**config.mk**
```make
export PLATFORM = sky130hd
export DESIGN_NAME = step_clock_ctrl
export DESIGN_NICKNAME = d
export VERILOG_FILES = /design/src/rtl/step_clock_ctrl_pkg.sv /design/src/rtl/step_clock_ctrl_btn_debounce.sv /design/src/rtl/step_clock_ctrl.sv
export SDC_FILE = /design/constraint.sdc
export NUM_CORES = 1
export LEC_CHECK = 0
export BUFFER_PORTS_ARGS = -buffer_cell sky130_fd_sc_hd__buf_4
export CORE_ASPECT_RATIO = 2
export CORE_UTILIZATION = 50
export CTS_CLUSTER_SIZE = 10
export DETAILED_ROUTE_END_ITERATION = 16
export HOLD_SLACK_MARGIN = 0.05
export PLACE_DENSITY = 0.76
export SETUP_SLACK_MARGIN = 0.4
export SLEW_MARGIN = 40
export SYNTH_ARGS = -nofsm -noshare
export SYNTH_HDL_FRONTEND = slang
export SYNTH_SLANG_ARGS = --single-unit
export TNS_END_PERCENT = 5
```
**constraint.sdc**
```tcl
create_clock -name clk -period 4.67 [get_ports clk]
set_clock_uncertainty 0.2 [all_clocks]
set_input_delay 0.934 -clock clk [delete_from_list [all_inputs] [get_ports clk]]
set_output_delay 0.934 -clock clk [all_outputs]
set_load 0.005 [all_outputs]
```
**src/rtl/step_clock_ctrl_pkg.sv**
```systemverilog
// Shared definitions for the step clock controller: FSM encoding,
// step counter width and a small constant helper.
package step_clock_ctrl_pkg;

  typedef enum logic [2:0] {
    ST_HOLD       = 3'd0,
    ST_RUN        = 3'd1,
    ST_STEP_IDLE  = 3'd2,
    ST_STEP_PULSE = 3'd3,
    ST_HALT       = 3'd4
  } state_t;

  localparam int STEP_COUNT_W = 16;

  // Smaller of two integers, used for elaboration-time constants.
  function automatic int min_int(input int a, input int b);
    return (a < b) ? a : b;
  endfunction

endpackage

```
**src/rtl/step_clock_ctrl_btn_debounce.sv**
```systemverilog
// Push-button conditioner: two-flop synchronizer, stability counter and a
// one-cycle pulse on each debounced 0->1 transition.
module step_clock_ctrl_btn_debounce
  import step_clock_ctrl_pkg::*;
#(
  parameter int DEBOUNCE_BITS = 20
) (
  input  logic i_clk,
  input  logic i_rst,
  input  logic i_btn,
  output logic o_press
);

  localparam logic [DEBOUNCE_BITS-1:0] CNT_MAX = {DEBOUNCE_BITS{1'b1}};

  logic                     r_sync1;
  logic                     r_sync2;
  logic                     r_level;
  logic [DEBOUNCE_BITS-1:0] r_cnt;
  logic                     r_press;

  // Synchronize, count consecutive disagreeing samples, update level and emit press.
  always_ff @(posedge i_clk or posedge i_rst) begin
    if (i_rst) begin
      r_sync1 <= 1'b0;
      r_sync2 <= 1'b0;
      r_level <= 1'b0;
      r_cnt   <= '0;
      r_press <= 1'b0;
    end else begin
      r_sync1 <= i_btn;
      r_sync2 <= r_sync1;
      r_press <= 1'b0;
      if (r_sync2 == r_level) begin
        // any agreeing sample restarts the stability window
        r_cnt <= '0;
      end else if (r_cnt == CNT_MAX) begin
        // 2^DEBOUNCE_BITS consecutive disagreeing samples: accept new level
        r_cnt   <= '0;
        r_level <= r_sync2;
        r_press <= r_sync2;
      end else begin
        r_cnt <= r_cnt + DEBOUNCE_BITS'(1);
      end
    end
  end

  assign o_press = r_press;

endmodule

```
**src/rtl/step_clock_ctrl.sv**
```systemverilog
// Processor clock/reset generator: divided free-running clock or single-step
// pulses selected by debounced buttons, frozen once the processor is done.
module step_clock_ctrl
  import step_clock_ctrl_pkg::*;
#(
  parameter int DIV_BITS      = 24,
  parameter int DEBOUNCE_BITS = 20,
  parameter int STEP_HIGH     = 1024,
  parameter int RESET_HOLD    = 4,
  parameter int STOP_ON_DONE  = 1
) (
  input  logic                    clk,
  input  logic                    reset,
  input  logic                    btn_mode,
  input  logic                    btn_step,
  input  logic                    done,
  output logic                    clk_out,
  output logic                    reset_out,
  output logic                    running,
  output logic [STEP_COUNT_W-1:0] step_count
);

  // Shortest legal clk_out phase; step pulses are held off until the low
  // phase has lasted at least this long.
  localparam int MIN_PHASE = min_int(2 ** (DIV_BITS - 1), STEP_HIGH);
  localparam int LOW_W     = $clog2(MIN_PHASE + 1);
  localparam int PULSE_W   = $clog2(STEP_HIGH);
  localparam int HOLD_W    = $clog2(RESET_HOLD + 1);

  state_t                  r_state;
  logic [DIV_BITS-1:0]     r_div_cnt;
  logic [HOLD_W-1:0]       r_hold_cnt;
  logic [PULSE_W-1:0]      r_pulse_cnt;
  logic [LOW_W-1:0]        r_low_cnt;
  logic                    r_mode_pend;
  logic                    r_clk_out;
  logic                    r_reset_out;
  logic                    r_running;
  logic [STEP_COUNT_W-1:0] r_step_count;
  logic                    r_done_s1;
  logic                    r_done_s;

  state_t                  w_state_nxt;
  logic [DIV_BITS-1:0]     w_div_nxt;
  logic [HOLD_W-1:0]       w_hold_nxt;
  logic [PULSE_W-1:0]      w_pulse_nxt;
  logic                    w_pend_nxt;
  logic                    w_clk_nxt;
  logic                    w_rst_out_nxt;
  logic                    w_mode_press;
  logic                    w_step_press;
  logic                    w_low_ok;
  logic                    w_stop;

  step_clock_ctrl_btn_debounce #(.DEBOUNCE_BITS(DEBOUNCE_BITS)) u_db_mode (
    .i_clk   (clk),
    .i_rst   (reset),
    .i_btn   (btn_mode),
    .o_press (w_mode_press)
  );

  step_clock_ctrl_btn_debounce #(.DEBOUNCE_BITS(DEBOUNCE_BITS)) u_db_step (
    .i_clk   (clk),
    .i_rst   (reset),
    .i_btn   (btn_step),
    .o_press (w_step_press)
  );

  assign w_low_ok = (r_low_cnt == LOW_W'(MIN_PHASE));
  assign w_stop   = (STOP_ON_DONE != 0) && r_done_s;

  // Next-state and next-output decode for the clock FSM.
  always_comb begin
    w_state_nxt   = r_state;
    w_div_nxt     = r_div_cnt;
    w_hold_nxt    = r_hold_cnt;
    w_pulse_nxt   = r_pulse_cnt;
    w_pend_nxt    = 1'b0;
    w_clk_nxt     = 1'b0;
    w_rst_out_nxt = 1'b0;
    case (r_state)
      ST_HOLD: begin
        if (r_hold_cnt == HOLD_W'(RESET_HOLD - 1)) begin
          w_state_nxt = ST_RUN;
          w_hold_nxt  = '0;
          w_div_nxt   = '0;
        end else begin
          w_hold_nxt    = r_hold_cnt + HOLD_W'(1);
          w_rst_out_nxt = 1'b1;
        end
      end
      ST_RUN: begin
        w_div_nxt  = r_div_cnt + DIV_BITS'(1);
        w_clk_nxt  = w_div_nxt[DIV_BITS-1];
        w_pend_nxt = r_mode_pend | w_mode_press;
        if (w_div_nxt == '0) begin
          // wrap point = falling edge of clk_out: the only place RUN may exit
          if (w_stop) begin
            w_state_nxt = ST_HALT;
            w_pend_nxt  = 1'b0;
          end else if (w_pend_nxt) begin
            w_state_nxt = ST_STEP_IDLE;
            w_pend_nxt  = 1'b0;
          end else begin
            w_state_nxt = ST_RUN;
          end
        end else begin
          w_state_nxt = ST_RUN;
        end
      end
      ST_STEP_IDLE: begin
        if (w_stop) begin
          w_state_nxt = ST_HALT;
        end else if (w_mode_press) begin
          // mode wins over a simultaneous step press
          w_state_nxt = ST_RUN;
          w_div_nxt   = '0;
        end else if (w_step_press && w_low_ok) begin
          w_state_nxt = ST_STEP_PULSE;
          w_pulse_nxt = '0;
          w_clk_nxt   = 1'b1;
        end else begin
          w_state_nxt = ST_STEP_IDLE;
        end
      end
      ST_STEP_PULSE: begin
        if (r_pulse_cnt == PULSE_W'(STEP_HIGH - 1)) begin
          w_state_nxt = ST_STEP_IDLE;
          w_pulse_nxt = '0;
        end else begin
          w_pulse_nxt = r_pulse_cnt + PULSE_W'(1);
          w_clk_nxt   = 1'b1;
        end
      end
      ST_HALT: begin
        w_state_nxt = ST_HALT;
      end
      default: begin
        w_state_nxt   = ST_HOLD;
        w_rst_out_nxt = 1'b1;
      end
    endcase
  end

  // State, counters and registered outputs; async reset forces safe values.
  always_ff @(posedge clk or posedge reset) begin
    if (reset) begin
      r_state      <= ST_HOLD;
      r_div_cnt    <= '0;
      r_hold_cnt   <= '0;
      r_pulse_cnt  <= '0;
      r_low_cnt    <= '0;
      r_mode_pend  <= 1'b0;
      r_clk_out    <= 1'b0;
      r_reset_out  <= 1'b1;
      r_running    <= 1'b0;
      r_step_count <= '0;
    end else begin
      r_state     <= w_state_nxt;
      r_div_cnt   <= w_div_nxt;
      r_hold_cnt  <= w_hold_nxt;
      r_pulse_cnt <= w_pulse_nxt;
      r_mode_pend <= w_pend_nxt;
      r_clk_out   <= w_clk_nxt;
      r_reset_out <= w_rst_out_nxt;
      r_running   <= (w_state_nxt == ST_RUN);
      if (w_clk_nxt && !r_clk_out) begin
        r_step_count <= r_step_count + STEP_COUNT_W'(1);
      end else begin
        r_step_count <= r_step_count;
      end
      if (w_clk_nxt) begin
        r_low_cnt <= '0;
      end else if (!w_low_ok) begin
        r_low_cnt <= r_low_cnt + LOW_W'(1);
      end else begin
        r_low_cnt <= r_low_cnt;
      end
    end
  end

  // Two-flop synchronizer for the processor-domain done flag.
  always_ff @(posedge clk or posedge reset) begin
    if (reset) begin
      r_done_s1 <= 1'b0;
      r_done_s  <= 1'b0;
    end else begin
      r_done_s1 <= done;
      r_done_s  <= r_done_s1;
    end
  end

  assign clk_out    = r_clk_out;
  assign reset_out  = r_reset_out;
  assign running    = r_running;
  assign step_count = r_step_count;

endmodule

```
[Word level (Yosys, flattened, before mapping)]
Cells that the tools add are included.
W data, S select, Z words.
Cells by class
  add/subtract/negate cells: 7
  multiplexer cells: 38
  reductions and logical operators: 12
  eq/ne operators: 18
  bitwise operators: 3
Operators by type and width (number)
  $mux W20: 4
  $mux W24: 3
  $pmux W24 S3: 1
  $add A20 B1 Y20 const B: 2
  $eq A20 B20 Y1 const B: 2
  $mux W10: 4
  $add A24 B1 Y24 const B: 1
  $logic_not A24 Y1: 1
  $mux W11: 2
  $pmux W10 S2: 1
  $mux W3: 6
  $add A16 B1 Y16 const B: 1
  $pmux W3 S5: 1
  $mux W1: 12
  $add A11 B1 Y11 const B: 1
  $eq A11 B11 Y1 const B: 1
  $add A10 B1 Y10 const B: 1
  $eq A10 B10 Y1 const B: 1
  $ne A2 B2 Y1 const B: 5
  $eq A3 B2 Y1 const B: 3
  $reduce_and A4 Y1: 2
  $eq A3 B1 Y1 const B: 2
  $mux W2: 2
  $reduce_and A2 Y1: 2
  14 further kinds: 17
Word-level totals
  bits in registers: 121
  logic and storage cells: 100
  bits of input ports: 5

[Logic depth before layout (Yosys ltp)]
  depth in word-level cells: 7
  mapped depth: 12
  depth with buffers taken out: 10

[By module]
From an unflattened synthesis, not the netlist that was laid out.
Unflattened totals
  cells, all modules: 684
  area total of the unflattened synthesis: 6446.2 um^2
Modules (own cells, without submodules)
  step_clock_ctrl: instances 1, cells an instance 466, sequential area each 1828.0 um^2, area each 4164.0 um^2
  step_clock_ctrl_btn_debounce: instances 2, cells an instance 109, sequential area each 600.6 um^2, area each 1141.1 um^2

[Worst setup path before layout]
OpenSTA, ideal clock, no wires.
  kind: reg-to-reg
  start: reg r_div_cnt[9]
  end: reg r_running, in the netlist running
  arrival time: 2.542 ns
  path buffers: 1
  data required time: 4.346 ns
  setup time: 0.124 ns
  cell stages (with the launch flop): 9
  setup slack: 1.804 ns
  cell sequence: dfrtp_1 clkbuf_2 nand4_4 or4_4 nor3_4 xor2_2 or3_1 or4_1 o31a_1
Between the ends
  cells in the longest elaborated chain, start to end: 5
Ends and longest elaborated chain
  start, declared: line step_clock_ctrl.sv:31  | logic [DIV_BITS-1:0] r_div_cnt;
  start signal, assigned: line step_clock_ctrl.sv:160  | r_div_cnt <= w_div_nxt;
  $add A24 B1 Y24: line step_clock_ctrl.sv:93  | w_div_nxt = r_div_cnt + DIV_BITS'(1);
  $logic_not A24 Y1: line step_clock_ctrl.sv:96  | if (w_div_nxt == '0) begin
  $mux W3: line step_clock_ctrl.sv:96
  $pmux W3 S5: line step_clock_ctrl.sv:81  | case (r_state)
  $eq A3 B1 Y1: line step_clock_ctrl.sv:166  | r_running <= (w_state_nxt == ST_RUN);
  end signal, assigned: line step_clock_ctrl.sv:166
  end, declared: line step_clock_ctrl.sv:38  | logic r_running;
No other way between the ends.
A chain may end at the register's enable or synchronous reset.

[Final worst setup path]
  start: reg r_div_cnt[0]
  end: reg r_running, in the netlist running
Same word-level chain as after synthesis.

==> results.toml <==
[clock_tree]
cts_resized = 0
cts.sinks = 121
clock_latency_ns = 0.41
clock_path_buffers = 2
postCtsHoldBufs = 0
clockRootBuffer = "clkbuf_16"
htreeDepth = 4
cts_tree = "built"
cts_buffers = 17
cts.clk_slew.worst_paths_ns = 0.06
cts_setup_buffers = 0

[synthesis]
synth_nets = 660
synth_cells = 647
syn_area_per_cell_um2 = 9.52
ys_seq_elements = 121
synth_area_leaders = "dfrtp_1 (49%), xor2_1 (6.0%), nor2_1 (5.7%)"
ys.flop_type = "dfrtp_1"
yosysTopAreaCellShare_pct = 48.8
synth_edf_count = 0
ys_seq_area_share_pct = 49.2
synth_top_cell_by_area = "dfrtp_1"
yosysUniqueCellTypes = 57
async_flop_share_pct = 100
yosys_warnings = 0
synthesis.area_um2 = 6160

[die]
die-area_um2 = 12800
start_util_pct = 51.1
die_h_um = 159
io_pins = 24
core-area_um2 = 12100
dieWidth_um = 80.5
rows = 57

[timing]
period_share_pct = 70.0
slew_violations = 0
max_freq_ghz = 0.306
worst_pin_slew_ns = 0.704
slew_headroom_pct = 52.7
setup_viol = 0
rsz0062_at_grt = "false"
fin_setup_tns_ns = 0
min_period_ns = 3.27
worst_slack_ns = 1.40
hold_viol_final = 0

[global_routing]
antenna_found_initial = 0
busiest_layer = "met2"
grt_max_degree = 122
gr-usage-met2_pct = 38.5
grt_pass1_wl_um = 21900
track_usage_pct = 22.0
grt_pass1_vias = 4861
use_met1_pct = 23.7
overflow = 0
use_met3_pct = 4.81

[placement]
dp_hpwl_um = 8740
gp_congestion = 0.855
place_ws_ns = 1.49
portBuffers = 23

[drt]
via_per_inst = 5.86
post_drt_wl_per_cell_um = 15.9
drtAntennaViolNets = 0
routed_wl_um = 13100
drc = 0
num_vias = 4826
drt_iter0_markers = 262
drtPass1Iterations = 5

[setup_path]
crit_path_end_kind = "flop"
critPathBufInv = 0
timing.critical_path.from = "r_div_cnt[0]"
arrival_ns = 3.36
max_stage_delay_ns = 0.51
path_class = "reg2reg"
critPathTopFamily = "simple AND/OR/NAND/NOR gates"
r2r_cells = 8
reg2reg_from = "r_div_cnt[0]"
worstPathMaxFanout = 8
regToRegEndpoint = "running"
cp-start-kind = "flop"
cp_slowest_cell = "or4_1"
path_cells = "ha_1 > nand3_1 > nor4_4 > and4_1 > nand3_1 > o31a_1 > or4_1 > o31a_1"
crit_required_ns = 4.76
rrSetupSlack_ns = 1.40

[final_layout]
multiInputGateArea_um2 = 2970
final_common_cell = "dfrtp_1"
fillers = 975
final_cell_mix = "dfrtp_1 (120), nor2_1 (94), nand2_1 (58)"
layout.nets = 676
drive_gt1_share_pct = 13.0
synthToLayoutAreaGrowth_pct = 15.4
regArea_um2 = 3030
antenna_cells = 0
fin_util_pct = 59.0

[run_status]
status = "finished, final reports clean"

[job]
drv_cap = 0

[worst_hold_path]
min_path_cells = 0
hp-class = "reg2reg"
min_to = "u_db_mode.r_sync2"
min_from = "u_db_mode.r_sync1"

[power_and_ir_drop]
leakage_nw = 3.07
peakVddDrop_mv = 0.304
powerDensity_nw_per_um2 = 353
worst max-delay path by stage:
stage / endpoint / cells past startpoint
floorplan: running / 8
global placement: running / 8
detailed placement: running / 8
CTS: running / 8
global route: running / 8
finish: running / 8
final cells by class:
type                            instances  area share [%]
Clock buffer                           19            6.37
Tap cell                              147            2.59
Multi-Input combinational cell        482            41.8
Timing Repair Buffer                   27            3.08
Clock inverter                         13            2.69
Inverter                               14           0.792
Sequential cell                       121            42.6
report_power, final:
part           switching, mW  internal (mW)  leakage [nW]  total (mW)
logic                 0.0307         0.0102          1.14      0.0409
clock network          0.479          0.925         0.306        1.40
registers            0.00585           1.06          1.62        1.06
kinds of logic (layout without fill, tap and decap cells):
family | Yosys count | count (layout) | synth area share (%)
compound gates | 93 | 93 | 9.02
simple gates | 296 | 296 | 24.8
flops | 121 | 121 | 49.2
xor+xnor | 77 | 77 | 11.1
fa+ha+maj | 8 | 8 | 1.63
buf+inv | 44 | 73 | 2.90
mux | 8 | 8 | 1.38
per-layer routing:
metal | share of wire (%) | up-vias
li1 | - | 2279
met1 | 39 | 2354
met2 | 54 | 139
met3 | 3.2 | 54
met4 | 3.9 | 0
met5 | 0 | -
worst reg2reg max path: stages, from the launching register on:
cell,delay [ns]
dfrtp_1,0.47
ha_1,0.32
nand3_1,0.28
nor4_4,0.47
and4_1,0.38
nand3_1,0.10
o31a_1,0.12
or4_1,0.51
o31a_1,0.31
state kept, by name, indices dropped and copies added (netlist names), 3 cells and up:
register,cells
r_low_cnt,11
u_db_mode.r_cnt,20
r_hold_cnt,3
step_count,16
r_div_cnt,24
r_state,3
r_pulse_cnt,10
u_db_step.r_cnt,20
Yosys cell counts, types with 10 or more instances:
| cell | instances |
|---|---|
| xnor2_1 | 34 |
| inv_1 | 14 |
| and3_1 | 10 |
| nand4_1 | 16 |
| or3_1 | 10 |
| a21oi_1 | 14 |
| o21ai_0 | 51 |
| xor2_1 | 42 |
| nor3_1 | 19 |
| clkbuf_1 | 23 |
| nand3_1 | 38 |
| nor2_1 | 94 |
| nand2_1 | 58 |
| dfrtp_1 | 120 |
through the flow:
| stage | power, mW | hold WS (ns) | std cells | area [um^2] |
|---|---|---|---|---|
| 6_report | 2.51 | 0.145 | 823 | 7110 |
| 5_1_grt | 2.58 | 0.157 | 823 | 7110 |
| 4_1_cts | 2.53 | 0.148 | 823 | 7100 |
| 3_5_place_dp | 1.12 | 0.136 | 791 | 6450 |
| 3_3_place_gp | 1.12 | 0.134 | 790 | 6440 |
| 2_1_floorplan | 1.11 | 0.131 | 647 | 6160 |
(Power assumes the default switching activity.)
